<file path="src/rtl/prog_loader.sv">
// Serial program loader: receives a sync/count/data/checksum frame and writes
// 16-bit words into the CPU instruction memory, releasing the CPU on success.
module prog_loader #(
  parameter int ADDR_W  = 7,
  parameter int TIMEOUT = 1000
) (
  input  logic              clk,
  input  logic              rst,
  input  logic [7:0]        rx_data,
  input  logic              rx_valid,
  output logic              rx_ready,
  output logic              imem_we,
  output logic [ADDR_W-1:0] imem_addr,
  output logic [15:0]       imem_wdata,
  output logic              cpu_rst,
  output logic              done,
  output logic              err
);

  localparam int IW = ADDR_W + 1;
  localparam int CW = (IW > 8) ? IW : 9;
  localparam int TW = $clog2(TIMEOUT + 1);
  localparam logic [7:0] SYNC = 8'hA5;

  typedef enum logic [2:0] {IDLE, COUNT, DATA_HI, DATA_LO, CHECK, RUN} state_t;

  state_t         state, next_state;
  logic           ready_en;
  logic [IW-1:0]  idx, count, idx_next;
  logic [7:0]     csum, hi_byte, lo_byte;
  logic [TW-1:0]  tcnt;
  logic [CW-1:0]  rx_ext, max_words;
  logic           accept, active, timeout_hit, count_ok;

  assign rx_ready    = ready_en & ~imem_we;
  assign accept      = rx_valid & rx_ready;
  assign imem_addr   = idx[ADDR_W-1:0];
  assign imem_wdata  = {hi_byte, lo_byte};
  assign idx_next    = idx + IW'(1);
  assign rx_ext      = CW'(rx_data);
  assign max_words   = CW'(1) << ADDR_W;
  assign count_ok    = (rx_ext != '0) && (rx_ext <= max_words);
  assign active      = (state == COUNT) || (state == DATA_HI) ||
                       (state == DATA_LO) || (state == CHECK);
  assign timeout_hit = active && !accept && (tcnt == TW'(TIMEOUT - 1));

  always_ff @(posedge clk or posedge rst) begin
    if (rst) state <= IDLE;
    else     state <= next_state;
  end

  // DATA_LO covers both the low-byte wait and the following write cycle;
  // the registered imem_we marks the write cycle and drives the exit.
  always_comb begin
    next_state = state;
    if (timeout_hit) begin
      next_state = IDLE;
    end else begin
      case (state)
        IDLE, RUN: if (accept && rx_data == SYNC) next_state = COUNT;
        COUNT:     if (accept) next_state = count_ok ? DATA_HI : IDLE;
        DATA_HI:   if (accept) next_state = DATA_LO;
        DATA_LO:   if (imem_we) next_state = (idx_next < count) ? DATA_HI : CHECK;
        CHECK:     if (accept) next_state = (rx_data == csum) ? RUN : IDLE;
        default:   next_state = IDLE;
      endcase
    end
  end

  always_ff @(posedge clk or posedge rst) begin
    if (rst) begin
      ready_en <= 1'b0;
      imem_we  <= 1'b0;
      idx      <= '0;
      count    <= '0;
      csum     <= '0;
      hi_byte  <= '0;
      lo_byte  <= '0;
      tcnt     <= '0;
      cpu_rst  <= 1'b1;
      done     <= 1'b0;
      err      <= 1'b0;
    end else begin
      ready_en <= 1'b1;
      imem_we  <= 1'b0;
      if (accept || !active) tcnt <= '0;
      else                   tcnt <= tcnt + TW'(1);

      case (state)
        IDLE, RUN: begin
          if (accept && rx_data == SYNC) begin
            cpu_rst <= 1'b1;
            done    <= 1'b0;
            err     <= 1'b0;
          end
        end
        COUNT: begin
          if (accept) begin
            if (count_ok) begin
              count <= IW'(rx_ext);
              idx   <= '0;
              csum  <= '0;
            end else begin
              err <= 1'b1;
            end
          end
        end
        DATA_HI: begin
          if (accept) begin
            hi_byte <= rx_data;
            csum    <= csum + rx_data;
          end
        end
        DATA_LO: begin
          if (accept) begin
            lo_byte <= rx_data;
            csum    <= csum + rx_data;
            imem_we <= 1'b1;
          end else if (imem_we) begin
            idx <= idx_next;
          end
        end
        CHECK: begin
          if (accept) begin
            if (rx_data == csum) begin
              done    <= 1'b1;
              cpu_rst <= 1'b0;
            end else begin
              err <= 1'b1;
            end
          end
        end
        default: ;
      endcase

      if (timeout_hit) begin
        err     <= 1'b1;
        cpu_rst <= 1'b1;
      end
    end
  end

endmodule

</file>
<file path="config.mk">
export PLATFORM = sky130hd
export DESIGN_NAME = prog_loader
export DESIGN_NICKNAME = d
export VERILOG_FILES = /design/src/rtl/prog_loader.sv
export SDC_FILE = /design/constraint.sdc
export NUM_CORES = 1
export LEC_CHECK = 0
export ABC_AREA = 0
export CORE_MARGIN = 2
export CORE_UTILIZATION = 45
export CTS_BUF_LIST = sky130_fd_sc_hd__clkbuf_4
export DETAILED_ROUTE_END_ITERATION = 8
export GPL_ROUTABILITY_DRIVEN = 0
export PLACE_DENSITY = 0.67
export SETUP_SLACK_MARGIN = 0.3
export SYNTH_ARGS = -nofsm -noshare
export SYNTH_HDL_FRONTEND = slang
export SYNTH_SLANG_ARGS = --single-unit
</file>
<file path="constraint.sdc">
create_clock -name clk -period 4.3 [get_ports clk]
set_clock_uncertainty 0.2 [all_clocks]
set_input_delay 0.86 -clock clk [delete_from_list [all_inputs] [get_ports clk]]
set_output_delay 0.86 -clock clk [all_outputs]
set_load 0.02 [all_outputs]
</file>
==> results.md, run 1 <==
- Status: completed
- # Post-CTS Setup Buffers: 0
- Cts repair resizes: 0
- Worst slew margin: 0.513
- Post-synthesis register bit count: 58
- Crit path kind: in2reg
- Critical Path RT: between 4 and 5 ns
- Worst vdd ir: between 0.2 and 0.3 mV
- Boundary Pins: 39
- Via count of the first global-routing pass: roughly 2200
- DR WL met2: 3070 um
- Core area: 6790 sq um
- CTS clk-pin slew, worst paths: roughly 0.10 ns
- Critical Path End Type: register
- Worst hold slack: around 0.28 ns
- Routed wl met3: about 310 um
- Sequential-to-total area share from yosys stat: 0.459
- Post-DP HPWL: about 4700 um
- Final Hold Fails: 0
- Clock Root Buffer: clkbuf_4
- Lkg Pwr: ~0.0017 uW
- Final setup violation count: 0
- Worst Setup Start Kind: primary input
- Top cells by area, synth: dfrtp_1, mux2_2, ha_1, nor2_1, a22o_1
- Width of the die: 87.9 um
- GR Overflow Total: 0
- DRT iter0 DRCs: approximately 130
- Critical path arrival: about 3.3 ns
- Ys flop type: dfrtp_1
- Slew @ Worst Pin: just over 0.7 ns
- GRT Total Usage: 0.186
- RSZ-0062 raised after global routing: false
- Post-synthesis instance area: about 3200 sq um
- Synthesized instance count: between 200 and 300
- Switching pwr: roughly 790 uW
- Logic pwr share: 0.423
- M1 WL: about 2900 um
- Highest metal used: met4
- TritonCTS clock tree: built
- Power Density: about 570 nW/um^2
- Total Power: approximately 2100 uW
- Most frequent cell after synthesis: dfrtp_1
- Mean area per synthesized cell: about 11 sq um
- Clock power frac: 0.176
- Residual DRC count: 0
- Initial antenna violation count: 0
- Chip Height: just under 90 um
- CTS buffer count: 9
- Synth unique cells: between 50 and 60
- Die Footprint: 7720 sq um
- Final worst path period need: 3.24 ns
- Post-synth top cells: dfrtp_1, nor2_1, mux2_2
- Antenna Nets Post-Route: 0
- Net Sw Frac: 0.371
- Fill cells: between 600 and 700
- FMAX: 309 MHz
- Area grow syn2layout: 18.2%
- Worst skew pair latency: about 0.39 ns
- Synth Warn #: 0
- Final period utilization: 0.753
- Drt total wl: 6410 um
- Clk sinks: a little under 60
- Via count: 2334
- Total Neg Setup Slack: 0 ns
- Post-route insts no fill: between 400 and 500
- Synth area leader: dfrtp_1
- Placed Cells: about 420
- # port buffers: 38
- Sequential power share: 0.401
- Largest net degree at the start of global routing: 29
- Ant diodes: 0
- Vias per inst: 5.37
- Hold Buf Count CTS: 0
- Share of the synthesized area in the top cell type: 0.451
- Internal: 1330 uW
- Fin util: 0.551
- Final net count: around 360
- Row cnt: 30
- Post-synth EDFFs: 0
- Htree depth: 3
- Clk buf depth: 2
- Initial Utilization: 0.466
- HP Class: reg2reg
- Ys async rst share: 1.00
- Slew Limit Fails: 0
- First-pass DRT Iterations: 4
- First-pass GRT wire length: ~11000 um
- CP max FO: 8
- Mapped Nets: 323
- DR WL/cell: ~15 um
- Share of layout cells above drive strength 1: 0.156
- # Max-Cap Violations: 0
routing by layer:
metal	vias to the layer above	GRT usage
met5	-	0
met4	0	0.0629
met3	7	0.0509
met2	64	0.296
met1	1126	0.247
li1	1137	-
registers in the layout (all words and copies together) (netlist names):
signal	flops
cpu_rst	1
count	8
imem_we	1
tcnt	10
state	3
ready_en	1
done	1
hi_byte	8
csum	8
lo_byte	8
err	1
idx	8
power by group through the flow:
stage                     logic, uW  clock network [uW]  registers, uW
after floorplan                 625                   0            867
final                           897                 373            850
after CTS                       905                 388            852
after detailed placement        903                   0            858
after global routing           1010                 408            880
after global placement          883                   0            861
path summary, 6_finish.rpt:
kind                       slack, ns       start  cells after the start        to
max                             1.06  rx_data[1]                      7   csum[7]
min                             0.28     cpu_rst                      2   cpu_rst
max reg2reg                     1.79      idx[0]                     10  state[1]
min reg2reg                     0.28     cpu_rst                      2   cpu_rst
max in group asynchronous       2.51         rst                      3   cpu_rst
min in group asynchronous       0.65         rst                      2   csum[7]
kinds of logic after synthesis:
group	Yosys count	synth area share
XOR/XNOR	22	0.0609
buffers and inverters	26	0.0411
flip-flops	58	0.459
AND/OR/NAND/NOR	93	0.159
adder cells (fa/ha/maj)	17	0.0696
other	1	0.00118
AO/OA/AOI/OAI	53	0.121
multiplexers	25	0.0885
per-stage QoR:
| step | instance area (sq um) | worst slack (ns) |
|---|---|---|
| 3_3_place_gp | 3610 | 0.704 |
| 6_report | 3740 | 1.06 |
| 4_1_cts | 3740 | 1.07 |
| 3_5_place_dp | 3610 | 0.636 |
| 5_1_grt | 3740 | 0.990 |
| 2_1_floorplan | 3170 | 1.36 |
layout by cell type (no fill, tap or decap), drive strengths merged, types with 2 or more instances in the layout:
cell type,count
a311oi,2
a211o,2
nor4,3
or3,2
clkbuf,11
and3,8
nor2,29
a22o,12
a21o,2
nand3,13
o21ai,6
mux2,24
clkdlybuf4s50,38
buf,4
xnor2,12
nand2,14
inv,12
o211ai,3
nand2b,3
dfrtp,57
a31oi,3
nor2b,4
clkinv,4
nor3,6
ha,16
a21oi,16
nand3b,2
xor2,10
area by class of cell:
| cell class | count | area (sq um) | area share |
|---|---|---|---|
| Sequential cell | 58 | 1450 | 0.388 |
| Clock buffer | 11 | 82.6 | 0.0221 |
| Timing Repair Buffer | 42 | 410 | 0.110 |
| Inverter | 12 | 45.0 | 0.0120 |
| Tap cell | 96 | 120 | 0.0321 |
| Multi-Input combinational cell | 211 | 1580 | 0.423 |
| Clock inverter | 5 | 47.5 | 0.0127 |
worst max-delay path, stage by stage:
cell	delay [ns]
clkdlybuf4s50_1	0.53
or4_4	0.60
nor4_2	0.18
xnor2_1	0.25
a21oi_1	0.11
or3_1	0.46
a211o_1	0.33
No activity file was read; power rests on OpenSTA's default activity.
==> run 2, diff against run 1 <==
clock period = 3.31 ns   (was 4.3 ns; I/O delays follow)
==> run 2 against run 1 <==
Effect of this change: sequential cell count unchanged; non-clock buffer count increased by 9; die area unchanged; cell count increased by 2.1%; clock power increased by 64%; sequential power increased by 29%; largest cell class unchanged; largest power group unchanged; highest routed layer unchanged.
==> results.md, run 2 (same netlist as run 1, synthesis figures left out) <==
- Most frequent cells in the layout: dfrtp_1, clkdlybuf4s50_1, nor2_1
- Largest net degree at the start of global routing: 33 (+14%)
- Crit path kind: in2reg
- CTS buffer count: 9 (unchanged)
- Power Density: 752 nW/um^2 (+33%)
- DRT iter0 DRCs: 131 (-0.76%)
- Via count: 2331 (-0.13%)
- HP Class: reg2reg
- Final setup violation count: 0 (unchanged)
- Cell Chain, Critical Path: clkdlybuf4s50_1 > or4_4 > nor4_2 > xnor2_1 > a21oi_1 > or3_1 > a211o_1
- Final period utilization: 0.847
- Worst vdd ir: 0.417 mV (+55%)
- Cts repair resizes: 0 (unchanged)
- Core area: 6790 sq um (unchanged)
- Residual DRC count: 0 (unchanged)
- Final worst path period need: roughly 2.8 ns
- Drt total wl: 6550 um (+2.2%)
- TritonCTS clock tree: built
- Boundary Pins: 39 (unchanged)
- Via count of the first global-routing pass: 2267 (+1.4%)
- Endpoint, Worst Hold: cpu_rst
- Critical Path RT: 3.41 ns (-0.98 ns)
- FF-to-FF path depth: 10 (unchanged)
- Placed Cells: 428 (+2.1%)
- Reg2reg setup slack: 0.80 ns (-0.99 ns)
- Worst Setup Start Kind: primary input
- CP max FO: 8 (unchanged)
- Critical Path End Type: register
- Status: completed
- Post-DP HPWL: 4840 um (+2.6%)
- Ant diodes: 0 (unchanged)
- # Post-CTS Setup Buffers: 0 (unchanged)
- Final Hold Fails: 0 (unchanged)
- Initial Utilization: 0.466 (unchanged)
- Share of layout cells above drive strength 1: 0.184 (+0.0276)
- Reg-to-reg startpoint: idx[0]
- Slew @ Worst Pin: 0.607 ns (-0.119 ns)
- Critical-path top delay cell: or4_4
- # Max-Cap Violations: 0 (unchanged)
- Vias per inst: 5.25 (-2.2%)
- Hold Buf Count CTS: 0 (unchanged)
- Worst slew margin: 0.595 (+0.0815)
- First-pass GRT wire length: 11200 um (+2.0%)
- Crit Reg-Reg Endpoint: state[1]
- Cell family with most CP delay: simple AND/OR/NAND/NOR gates
- Antenna Nets Post-Route: 0 (unchanged)
- GR Overflow Total: 0 (unchanged)
- Hold Crit Start: cpu_rst
- RSZ-0062 raised after global routing: false
- Final net count: 371 (+2.5%)
- Worst skew pair latency: 0.41 ns (+0.02 ns)
- Crit-path max cell delay: 0.58 ns (-0.02 ns)
- Clk buf depth: 2 (unchanged)
- Die Footprint: 7720 sq um (unchanged)
- Most flop-heavy register: tcnt
- Hold Path Depth: 2 (unchanged)
- Critical path arrival: 2.90 ns (-0.43 ns)
- Width of the die: 87.9 um (unchanged)
- CTS clk-pin slew, worst paths: 0.12 ns (+0.02 ns)
- First-pass DRT Iterations: 4 (unchanged)
- Post-route insts no fill: 444 (+2.1%)
- Total Neg Setup Slack: 0 ns (unchanged)
- Initial antenna violation count: 0 (unchanged)
- Chip Height: 87.9 um (unchanged)
- FMAX: roughly 360 MHz
- Row cnt: 30 (unchanged)
- Buf/Inv on CP: 1 (unchanged)
- # port buffers: 38 (unchanged)
- Lkg Pwr: 0.00174 uW (+3.5%)
- Clock Root Buffer: clkbuf_4
- Clk sinks: 58 (unchanged)
- DR WL/cell: 14.8 um (+0.16%)
- Slew Limit Fails: 0 (unchanged)
- Area grow syn2layout: 22.0%
- Htree depth: 3 (unchanged)
- Max reg flops: 10 (unchanged)
- GRT Total Usage: 0.193 (+0.00674)
- Most common cell after layout, fill and taps aside: dfrtp_1
-- run 2: through the flow --
stage | total power, uW | worst slack, ns | util | instance area, sq um | hold WS [ns]
finish | 2900 | 0.507 | 0.568 | 3860 | 0.290
global route | 3130 | 0.453 | 0.568 | 3860 | 0.333
CTS | 2930 | 0.513 | 0.568 | 3860 | 0.293
detailed placement | 2310 | 0.0668 | 0.543 | 3690 | 0.276
global placement | 2270 | 0.111 | 0.543 | 3690 | 0.267
floorplan | 1940 | 0.565 | - | 3170 | 0.255
-- run 2: worst max path at each step --
stage	endpoint	cells past startpoint	from
2_1_floorplan	csum[7]	7	rx_data[1]
3_5_place_dp	csum[7]	7	rx_data[1]
5_1_grt	csum[7]	7	rx_data[1]
3_3_place_gp	csum[7]	7	rx_data[1]
4_1_cts	csum[7]	7	rx_data[1]
6_report	csum[7]	7	rx_data[1]
-- run 2: layer usage --
metal  vias to the layer above  global-route usage  part of all wire
li1                       1153                   -                 -
met1                      1114               0.283              0.50
met2                        57               0.273              0.44
met3                         7              0.0537             0.047
met4                         0              0.0713             0.013
met5                         -                   0                 0
-- run 2: worst register-to-register path, cell delays in order, from the launching register on --
cell and delay (ns):
dfrtp_1 0.47, ha_1 0.27, nand3_1 0.13, nor2_1 0.15, xor2_1 0.21, ha_1 0.28
o2111ai_1 0.11, o22ai_1 0.12, nor2_1 0.09, o21ai_0 0.10, a311oi_1 0.28
-- run 2: layout make-up --
type                            instances  area (sq um)
Sequential cell                        58          1450
Fill cell                             605          2930
Inverter                               12          45.0
Clock buffer                            9          67.6
Tap cell                               96           120
Multi-Input combinational cell        211          1580
Clock inverter                          7           103
Timing Repair Buffer                   51           490
-- run 2: power by group --
group	internal [uW]	switching (uW)
combinational	594	597
clock	312	300
sequential	907	194
total	1810	1090
